==> config.mk <==
export PLATFORM = sky130hd
export DESIGN_NAME = convert_from_10
export DESIGN_NICKNAME = d
export VERILOG_FILES = /design/src/rtl/convert_from_10_pkg.sv /design/src/rtl/convert_from_10_mul10_add.sv /design/src/rtl/convert_from_10.sv
export SDC_FILE = /design/constraint.sdc
export NUM_CORES = 2
export LEC_CHECK = 0
export CORE_MARGIN = 4
export CORE_UTILIZATION = 40
export DETAILED_ROUTE_END_ITERATION = 8
export SYNTH_ARGS = -nofsm -noshare
export SYNTH_HDL_FRONTEND = slang
export SYNTH_SLANG_ARGS = --single-unit
==> constraint.sdc <==
create_clock -name clk -period 6.35 [get_ports clk]
set_clock_uncertainty 0.05 [all_clocks]
set_input_delay 0.635 -clock clk [delete_from_list [all_inputs] [get_ports clk]]
set_output_delay 0.635 -clock clk [all_outputs]
set_load 0.005 [all_outputs]
==> src/rtl/convert_from_10_pkg.sv <==
// Shared constants for the decimal-to-binary streaming converter.
package convert_from_10_pkg;

   // FSM state encoding
   localparam logic [1:0] ST_IDLE   = 2'd0;
   localparam logic [1:0] ST_ACCUM  = 2'd1;
   localparam logic [1:0] ST_FINISH = 2'd2;

   // Largest legal decimal digit
   localparam logic [3:0] DEC_MAX = 4'd9;

endpackage

==> src/rtl/convert_from_10_mul10_add.sv <==
// Combinational Horner step: y = a*10 + d, widened by 4 bits so the
// carry out of the WIDTH-bit accumulator is visible to the caller.
module mul10_add #(
   parameter int WIDTH = 400
) (
   input  logic [WIDTH-1:0] i_a,
   input  logic [3:0]       i_d,
   output logic [WIDTH+3:0] o_y
);

   logic [WIDTH+3:0] w_a_ext;

   // a*10 is built as a*8 + a*2 so no multiplier is inferred
   assign w_a_ext = {4'b0000, i_a};
   assign o_y     = (w_a_ext << 3) + (w_a_ext << 1) + {{WIDTH{1'b0}}, i_d};

endmodule

==> src/rtl/convert_from_10.sv <==
// Streaming decimal-to-binary converter. Digits arrive MSD first over a
// valid/ready handshake and are folded into a wide accumulator by Horner's
// rule; a one-cycle done pulse marks the final result.
module convert_from_10
   import convert_from_10_pkg::*;
#(
   parameter int WIDTH      = 400,
   parameter int MAX_DIGITS = 150,
   parameter int CNT_W      = 8
) (
   input  logic             clk,
   input  logic             rst_n,
   input  logic             start,
   input  logic [3:0]       digit,
   input  logic             digit_valid,
   input  logic             digit_last,
   output logic             digit_ready,
   output logic [WIDTH-1:0] binary,
   output logic [CNT_W-1:0] digit_count,
   output logic             overflow,
   output logic             bad_digit,
   output logic             busy,
   output logic             done
);

   logic [1:0]       r_state;
   logic             r_start_q;
   logic [WIDTH-1:0] r_binary;
   logic [CNT_W-1:0] r_count;
   logic             r_ovf;
   logic             r_bad;

   logic             w_start_rise;
   logic             w_accept;
   logic             w_legal;
   logic [WIDTH+3:0] w_next;
   logic [CNT_W-1:0] w_count_inc;
   logic             w_hit_max;
   logic             w_end;

   mul10_add #(.WIDTH(WIDTH)) u_mul10_add (
      .i_a (r_binary),
      .i_d (digit),
      .o_y (w_next)
   );

   assign w_start_rise = start & ~r_start_q;
   assign w_accept     = digit_valid & (r_state == ST_ACCUM);
   assign w_legal      = (digit <= DEC_MAX);
   assign w_count_inc  = r_count + 1'b1;
   // An illegal digit never bumps the count, so only a legal accept can
   // land on the digit limit.
   assign w_hit_max    = w_legal & (w_count_inc == CNT_W'(MAX_DIGITS));
   assign w_end        = w_accept & (digit_last | w_hit_max);

   assign digit_ready  = (r_state == ST_ACCUM);
   assign busy         = (r_state != ST_IDLE);
   assign done         = (r_state == ST_FINISH);
   assign binary       = r_binary;
   assign digit_count  = r_count;
   assign overflow     = r_ovf;
   assign bad_digit    = r_bad;

   // Start edge detector; cleared in reset so a start held through reset
   // release still counts as a fresh edge.
   always_ff @(posedge clk) begin
      if (!rst_n) r_start_q <= 1'b0;
      else        r_start_q <= start;
   end

   // Run FSM with accumulator, digit counter and sticky flags.
   always_ff @(posedge clk) begin
      if (!rst_n) begin
         r_state  <= ST_IDLE;
         r_binary <= '0;
         r_count  <= '0;
         r_ovf    <= 1'b0;
         r_bad    <= 1'b0;
      end else begin
         case (r_state)
            ST_IDLE: begin
               if (w_start_rise) begin
                  r_binary <= '0;
                  r_count  <= '0;
                  r_ovf    <= 1'b0;
                  r_bad    <= 1'b0;
                  r_state  <= ST_ACCUM;
               end
            end
            ST_ACCUM: begin
               if (w_accept) begin
                  if (w_legal) begin
                     r_binary <= w_next[WIDTH-1:0];
                     r_ovf    <= r_ovf | (w_next[WIDTH+3:WIDTH] != 4'd0);
                     r_count  <= w_count_inc;
                  end else begin
                     r_bad    <= 1'b1;
                  end
               end
               if (w_end) r_state <= ST_FINISH;
            end
            ST_FINISH: r_state <= ST_IDLE;
            default:   r_state <= ST_IDLE;
         endcase
      end
   end

endmodule

### After elaboration in Yosys (flattened, before gate mapping)

Cells that the tools add are included.
W data, S select, Z words.

| word-level totals | value |
|---|---|
| flip-flop bits (word level) | 413 |
| input bits | 9 |
| output and inout port bits | 413 |
| logic and storage cells | 50 |

| cells by class | value |
|---|---|
| add/subtract/negate cells | 3 |
| $lt $le $gt $ge | 1 |
| equality and inequality tests | 8 |
| mux-type cells | 18 |
| bitwise logic cells | 7 |
| reductions and logical operators | 7 |

Operators by type and width:

| operator | number |
|---|---|
| $mux W400 | 3 |
| $pmux W400 S2 | 1 |
| $add A403 B401 Y404 | 1 |
| $add A404 B4 Y404 | 1 |
| $mux W8 | 3 |
| $pmux W8 S2 | 1 |
| $add A8 B1 Y8 const B | 1 |
| $eq A8 B8 Y1 const B | 1 |
| $reduce_and A4 Y1 | 2 |
| $ne A2 B1 Y1 const B | 3 |
| $mux W1 | 5 |
| $and A1 B1 Y1 | 4 |
| $le A4 B4 Y1 const B | 1 |
| $mux W2 | 2 |
| $ne A2 B2 Y1 const B | 2 |
| $pmux W1 S2 | 2 |
| $pmux W2 S2 | 1 |
| $reduce_bool A2 Y1 | 2 |
| $reduce_bool A4 Y1 | 1 |
| $eq A2 B1 Y1 const B | 1 |
| $eq A2 B2 Y1 const B | 1 |
| $logic_not A2 Y1 | 1 |
| $or A1 B1 Y1 | 2 |
| $reduce_and A2 Y1 | 1 |
| $not A1 Y1 | 1 |

### Depth between registers and ports, before layout

| depth | value |
|---|---|
| depth in word-level cells | 7 |
| mapped depth | 21 |
| depth with buffers taken out | 20 |

### Modules after synthesis

A second synthesis with hierarchy kept.

| unflattened totals | value |
|---|---|
| cells, all modules | 7168 |
| area total of the unflattened synthesis | 51812.2 µm² |

By module, submodules not included:

| module | times used | cells an instance | area an instance (µm²) | seq. area each (µm²) |
|---|---|---|---|---|
| mul10_add | 1 | 5681 | 36815.3 | 0.0 |
| convert_from_10 | 1 | 1487 | 14996.9 | 8267.9 |

### Least setup slack after synthesis

OpenSTA, ideal clock, no wires.

| timing | value |
|---|---|
| path type | input to register |
| start point | input port digit[3] |
| end point | register r_binary[322], in the netlist binary[322] |
| setup time | 0.125 ns |
| arrival | 4.653 ns |
| data required time | 6.175 ns |
| slack | 1.522 ns |
| stages on the path | 19 |
| cells stage by stage | inv_1 -> fa_1 -> fa_1 -> nor2b_4 -> o2111a_2 -> o2111a_1 -> nor2_1 -> o31ai_1 -> a31o_2 -> a31o_2 -> a21o_1 -> a41oi_1 -> o41ai_2 -> a21oi_1 -> nor3_1 -> nor2_1 -> o21ba_2 -> xor2_1 -> o21ai_1 |

| between the ends | value |
|---|---|
| longest elaborated chain between the ends | 4 |

RTL lines:

| item | line | RTL |
|---|---|---|
| from (decl) | convert_from_10.sv:14 | `input logic [3:0] digit,` |
| $add A404 B4 Y404 | convert_from_10_mul10_add.sv:15 | `assign o_y = (w_a_ext << 3) + (w_a_ext << 1) + {{WIDTH{1'b0}}, i_d};` |
| $mux W400 | convert_from_10.sv:92 | `if (w_legal) begin` |
| $mux W400 | convert_from_10.sv:91 | `if (w_accept) begin` |
| $pmux W400 S2 | convert_from_10.sv:80 | `case (r_state)` |
| to (signal assigned) | convert_from_10.sv:93 | `r_binary <= w_next[WIDTH-1:0];` |
| to (decl) | convert_from_10.sv:28 | `logic [WIDTH-1:0] r_binary;` |

Several ways; a longest one is shown, not always the timed one. The select of a mux whose other input is x is not followed.
A chain may end at the register's enable or synchronous reset.

### Worst setup path in the final report

| timing | value |
|---|---|
| start point | register r_binary[258], in the netlist binary[258] |
| end point | register r_ovf, in the netlist overflow |

| between the ends | value |
|---|---|
| longest elaborated chain between the ends | 7 |

RTL lines:

| item | line | RTL |
|---|---|---|
| $add A403 B401 Y404 | convert_from_10_mul10_add.sv:15 |  |
| $add A404 B4 Y404 | convert_from_10_mul10_add.sv:15 |  |
| $reduce_bool A4 Y1 | convert_from_10.sv:94 | `r_ovf <= r_ovf \| (w_next[WIDTH+3:WIDTH] != 4'd0);` |
| $or A1 B1 Y1 | convert_from_10.sv:94 |  |
| $mux W1 | convert_from_10.sv:92 |  |
| $mux W1 | convert_from_10.sv:91 |  |
| $pmux W1 S2 | convert_from_10.sv:80 |  |
| to (signal assigned) | convert_from_10.sv:94 |  |
| to (decl) | convert_from_10.sv:30 | `logic r_ovf;` |

No other way between the ends. The select of a mux whose other input is x is not followed.

==> impl_metrics.csv <==
group,metric,value,unit
status,status,"completed",
cts,htree_levels,2,
die,io_pins,422,
detailed_routing,postRouteAntennaNets,0,
detailed_routing,dr.pass1.iters,8,
synthesis,synth_top_family_by_area,"compound AO/OA/AOI/OAI gates",
critical_path,start_kind,"register",
synthesis,syn-num-nets,8113,
critical_path,cp_slowest_cell,"nor4_1",
finish,drive_above_1_share,4.99,%
cts,post-cts-setup-buffers,0,
synthesis,synth_seq_cells,413,
synthesis,async_reset_ff_share,0,%
sta,rsz0062_at_grt,"false",
grt,antenna_found_initial,2,
critical_path,setup.worst_path.end_class,"register",
sta,max_freq,165,MHz
power,leakage,24.0,nW
sta,fin_hold_ws,0.374,ns
die,die_h,365,um
sta,slew_violations,0,
synthesis,synth_edf_count,0,
min_path,hp-class,"in -> reg",
cts,cts_tree,"built",
sta,hold_viol,0,
cts,cts_resized,0,
synthesis,synth_simple_gate_area_share,24.3,%
synthesis,yosysSeqAreaShare,16.2,%
sta,fin_ws,0.291,ns
placed_design,place_worst_setup_slack,0.00479,ns
synthesis,syn_inst,7301,
flow_run,drv_cap,0,
cts,clock_path_buffers,3,
placed_design,portBuffers,421,
synthesis,synth_xor_area_share,6.78,%
synthesis,synthFlopType,"dfxtp_1",
grt,grt_pass1_wl,380000,um
cts,clock-root-buffer,"clkbuf_16",
grt,grt_max_degree,174,
critical_path,crit_path_cell_trace,"ha_1 -> ha_1 -> nand4_1 -> nor4_1 -> nand3b_1 -> nor3_1 -> nand4_1 -> a211o_1 -> a21oi_1 -> nand3b_1 -> a21o_1 -> a41o_1 -> a31oi_1 -> o21a_1 -> o221ai_1 -> a311oi_1 -> mux2i_1 -> a31oi_1",
synthesis,synthAdderAreaFrac,19.7,%
detailed_routing,wl,262000,um
die,core_area,126000,um^2
detailed_routing,wl_per_cell,28.1,um
die,die_width,365,um
finish,fillers,13200,
sta,min_period,6.06,ns
synthesis,synth_area_leaders,"ha_1 20%, dfxtp_1 16%, a21oi_1 8.5%",
detailed_routing,via_count,58900,
die,initial_utilization,40.5,%
placed_design,gp_congestion,1.04,
grt,grt_use_total,37.6,%
detailed_routing,drtIter0Drc,5728,
sta,min_period_over_period,95.4,%
finish,final_common_cell,"nand2_1",
power,peakVddDrop,0.187,mV
critical_path,cp_max_fo,9,
critical_path,worstPathArrival,6.60,ns
synthesis,synth_top_area_share,19.6,%
finish,final_cell_mix,"946 x nand2_1, 867 x a21oi_1, 860 x o21ai_0",
synthesis,ys_types,101,
detailed_routing,vias_per_cell,6.32,
detailed_routing,drc_errors,0,
grt,overflow,0,
synthesis,avgSynthCellArea,6.99,um^2
critical_path,worstSetupPathType,"reg -> reg",
cts,clk_latency,0.71,ns
critical_path,worst_ep_required_time,6.89,ns
cts,cts_buffers,56,
critical_path,crit_path_max_incr_delay,0.63,ns
sta,tightest_slew,1.28,ns
die,dieArea,133000,um^2
cts,holdBufCountCts,0,
placed_design,place_hpwl,221000,um
finish,syn2layout_area_growth,16.5,%
sta,finalSetupViolations,0,
grt,grt_pass1_vias,56600,
power,p_total,0.00627,W
sta,max_slew_margin,13.9,%
synthesis,synth_compound_area_share,29.5,%
synthesis,synth_largest_area_cell,"ha_1",
die,num_rows,130,
sta,tns,0,ns
finish,nets,8446,
power,powerDensity,105,nW/um^2
synthesis,muxShareOfSynthArea,0.0417,%
synthesis,ys_warn_count,0,
cts,cts.sinks,413,
cts,path_clk_slew,0.06,ns
synthesis,netlist_area,51100,um^2
cells in the mapped netlist, types with 12 or more instances:
| cell | number |
|---|---|
| nand4_1 | 255 |
| nand3_1 | 260 |
| nand2b_1 | 26 |
| o221ai_1 | 13 |
| a21o_1 | 151 |
| clkbuf_1 | 316 |
| a31oi_1 | 53 |
| and4_1 | 26 |
| a21boi_0 | 54 |
| or2_2 | 32 |
| nor4_1 | 56 |
| a21oi_1 | 867 |
| or3_1 | 32 |
| nor2_1 | 568 |
| nand2_1 | 947 |
| a211o_1 | 12 |
| a221oi_1 | 18 |
| a22oi_1 | 14 |
| o31ai_1 | 50 |
| o21ai_0 | 860 |
| o21ai_1 | 81 |
| nor2b_1 | 35 |
| o31a_1 | 12 |
| a41oi_1 | 15 |
| xor2_1 | 182 |
| o211ai_1 | 37 |
| nor3_1 | 149 |
| and2_1 | 193 |
| xnor2_1 | 213 |
| o21bai_1 | 129 |
| and3_1 | 38 |
| inv_1 | 129 |
| ha_1 | 801 |
| o21a_1 | 71 |
| buf_2 | 18 |
| dfxtp_1 | 413 |
cell families (layout without fill, tap and decap cells):
| group | Yosys count | in the layout |
|---|---|---|
| AND/OR/NAND/NOR | 2650 | 2650 |
| AO/OA/AOI/OAI | 2568 | 2568 |
| adder cells (fa/ha/maj) | 803 | 803 |
| buffers and inverters | 470 | 849 |
| flip-flops | 413 | 413 |
| XOR/XNOR | 395 | 395 |
| multiplexers | 2 | 2 |
| other | 0 | 1 |
power by group:
| part | internal, W | switching [W] |
|---|---|---|
| combinational | 0.0000332 | 0.000170 |
| clock | 0.00196 | 0.00151 |
| sequential | 0.00259 | 0.00000218 |
final cells by class:
cell class	count	area (um^2)	area share (%)
Clock buffer	70	1520	2.56
Antenna cell	1	2.50	0.00421
Sequential cell	413	8270	13.9
Timing Repair Buffer	615	5720	9.61
Inverter	130	488	0.820
Tap cell	1650	2060	3.47
Clock inverter	34	398	0.669
Multi-Input combinational cell	6418	41000	69.0
stage by stage:
step / cell area [um^2] / util (%) / std cells
after floorplan: 51100 / - / 7301
after global placement: 57600 / 45.6 / 9226
after detailed placement: 57600 / 45.6 / 9226
after CTS: 59500 / 47.1 / 9330
after global routing: 59500 / 47.1 / 9330
final: 59500 / 47.1 / 9331
sequential cells by signal, summed over array words and instances (netlist names):
name / flops
bad_digit: 1
binary: 400
digit_count: 8
overflow: 1
r_state: 2
r_start_q: 1
path summary, 6_finish.rpt:
| check | end | slack [ns] | depth (start not counted) | from |
|---|---|---|---|---|
| worst max-delay path | overflow | 0.29 | 18 | binary[258] |
| worst max register to register | overflow | 0.29 | 18 | binary[258] |
| worst min-delay path | binary[0] | 0.37 | 2 | rst_n |
| worst min register to register | binary[373] | 0.45 | 2 | binary[373] |
critical path, delay by kind of cell, from the launching register on:
kind / cells / cell delay (ns)
flip-flops: 1 / 0.40
multiplexers: 1 / 0.17
AO/OA/AOI/OAI: 9 / 2.29
AND/OR/NAND/NOR: 6 / 2.28
adder cells (fa/ha/maj): 2 / 0.72
routing by layer:
layer  wire length, um  share of wire, %  track usage, %  vias to the layer above
li1                  -                 -               -                    27500
met1            110000                42            47.9                    28300
met2            119000                45            62.4                     2537
met3             17500               6.7            5.23                      557
met4             15400               5.9            18.3                        2
met5                13            0.0050               0                        -
(Power assumes the default switching activity.)
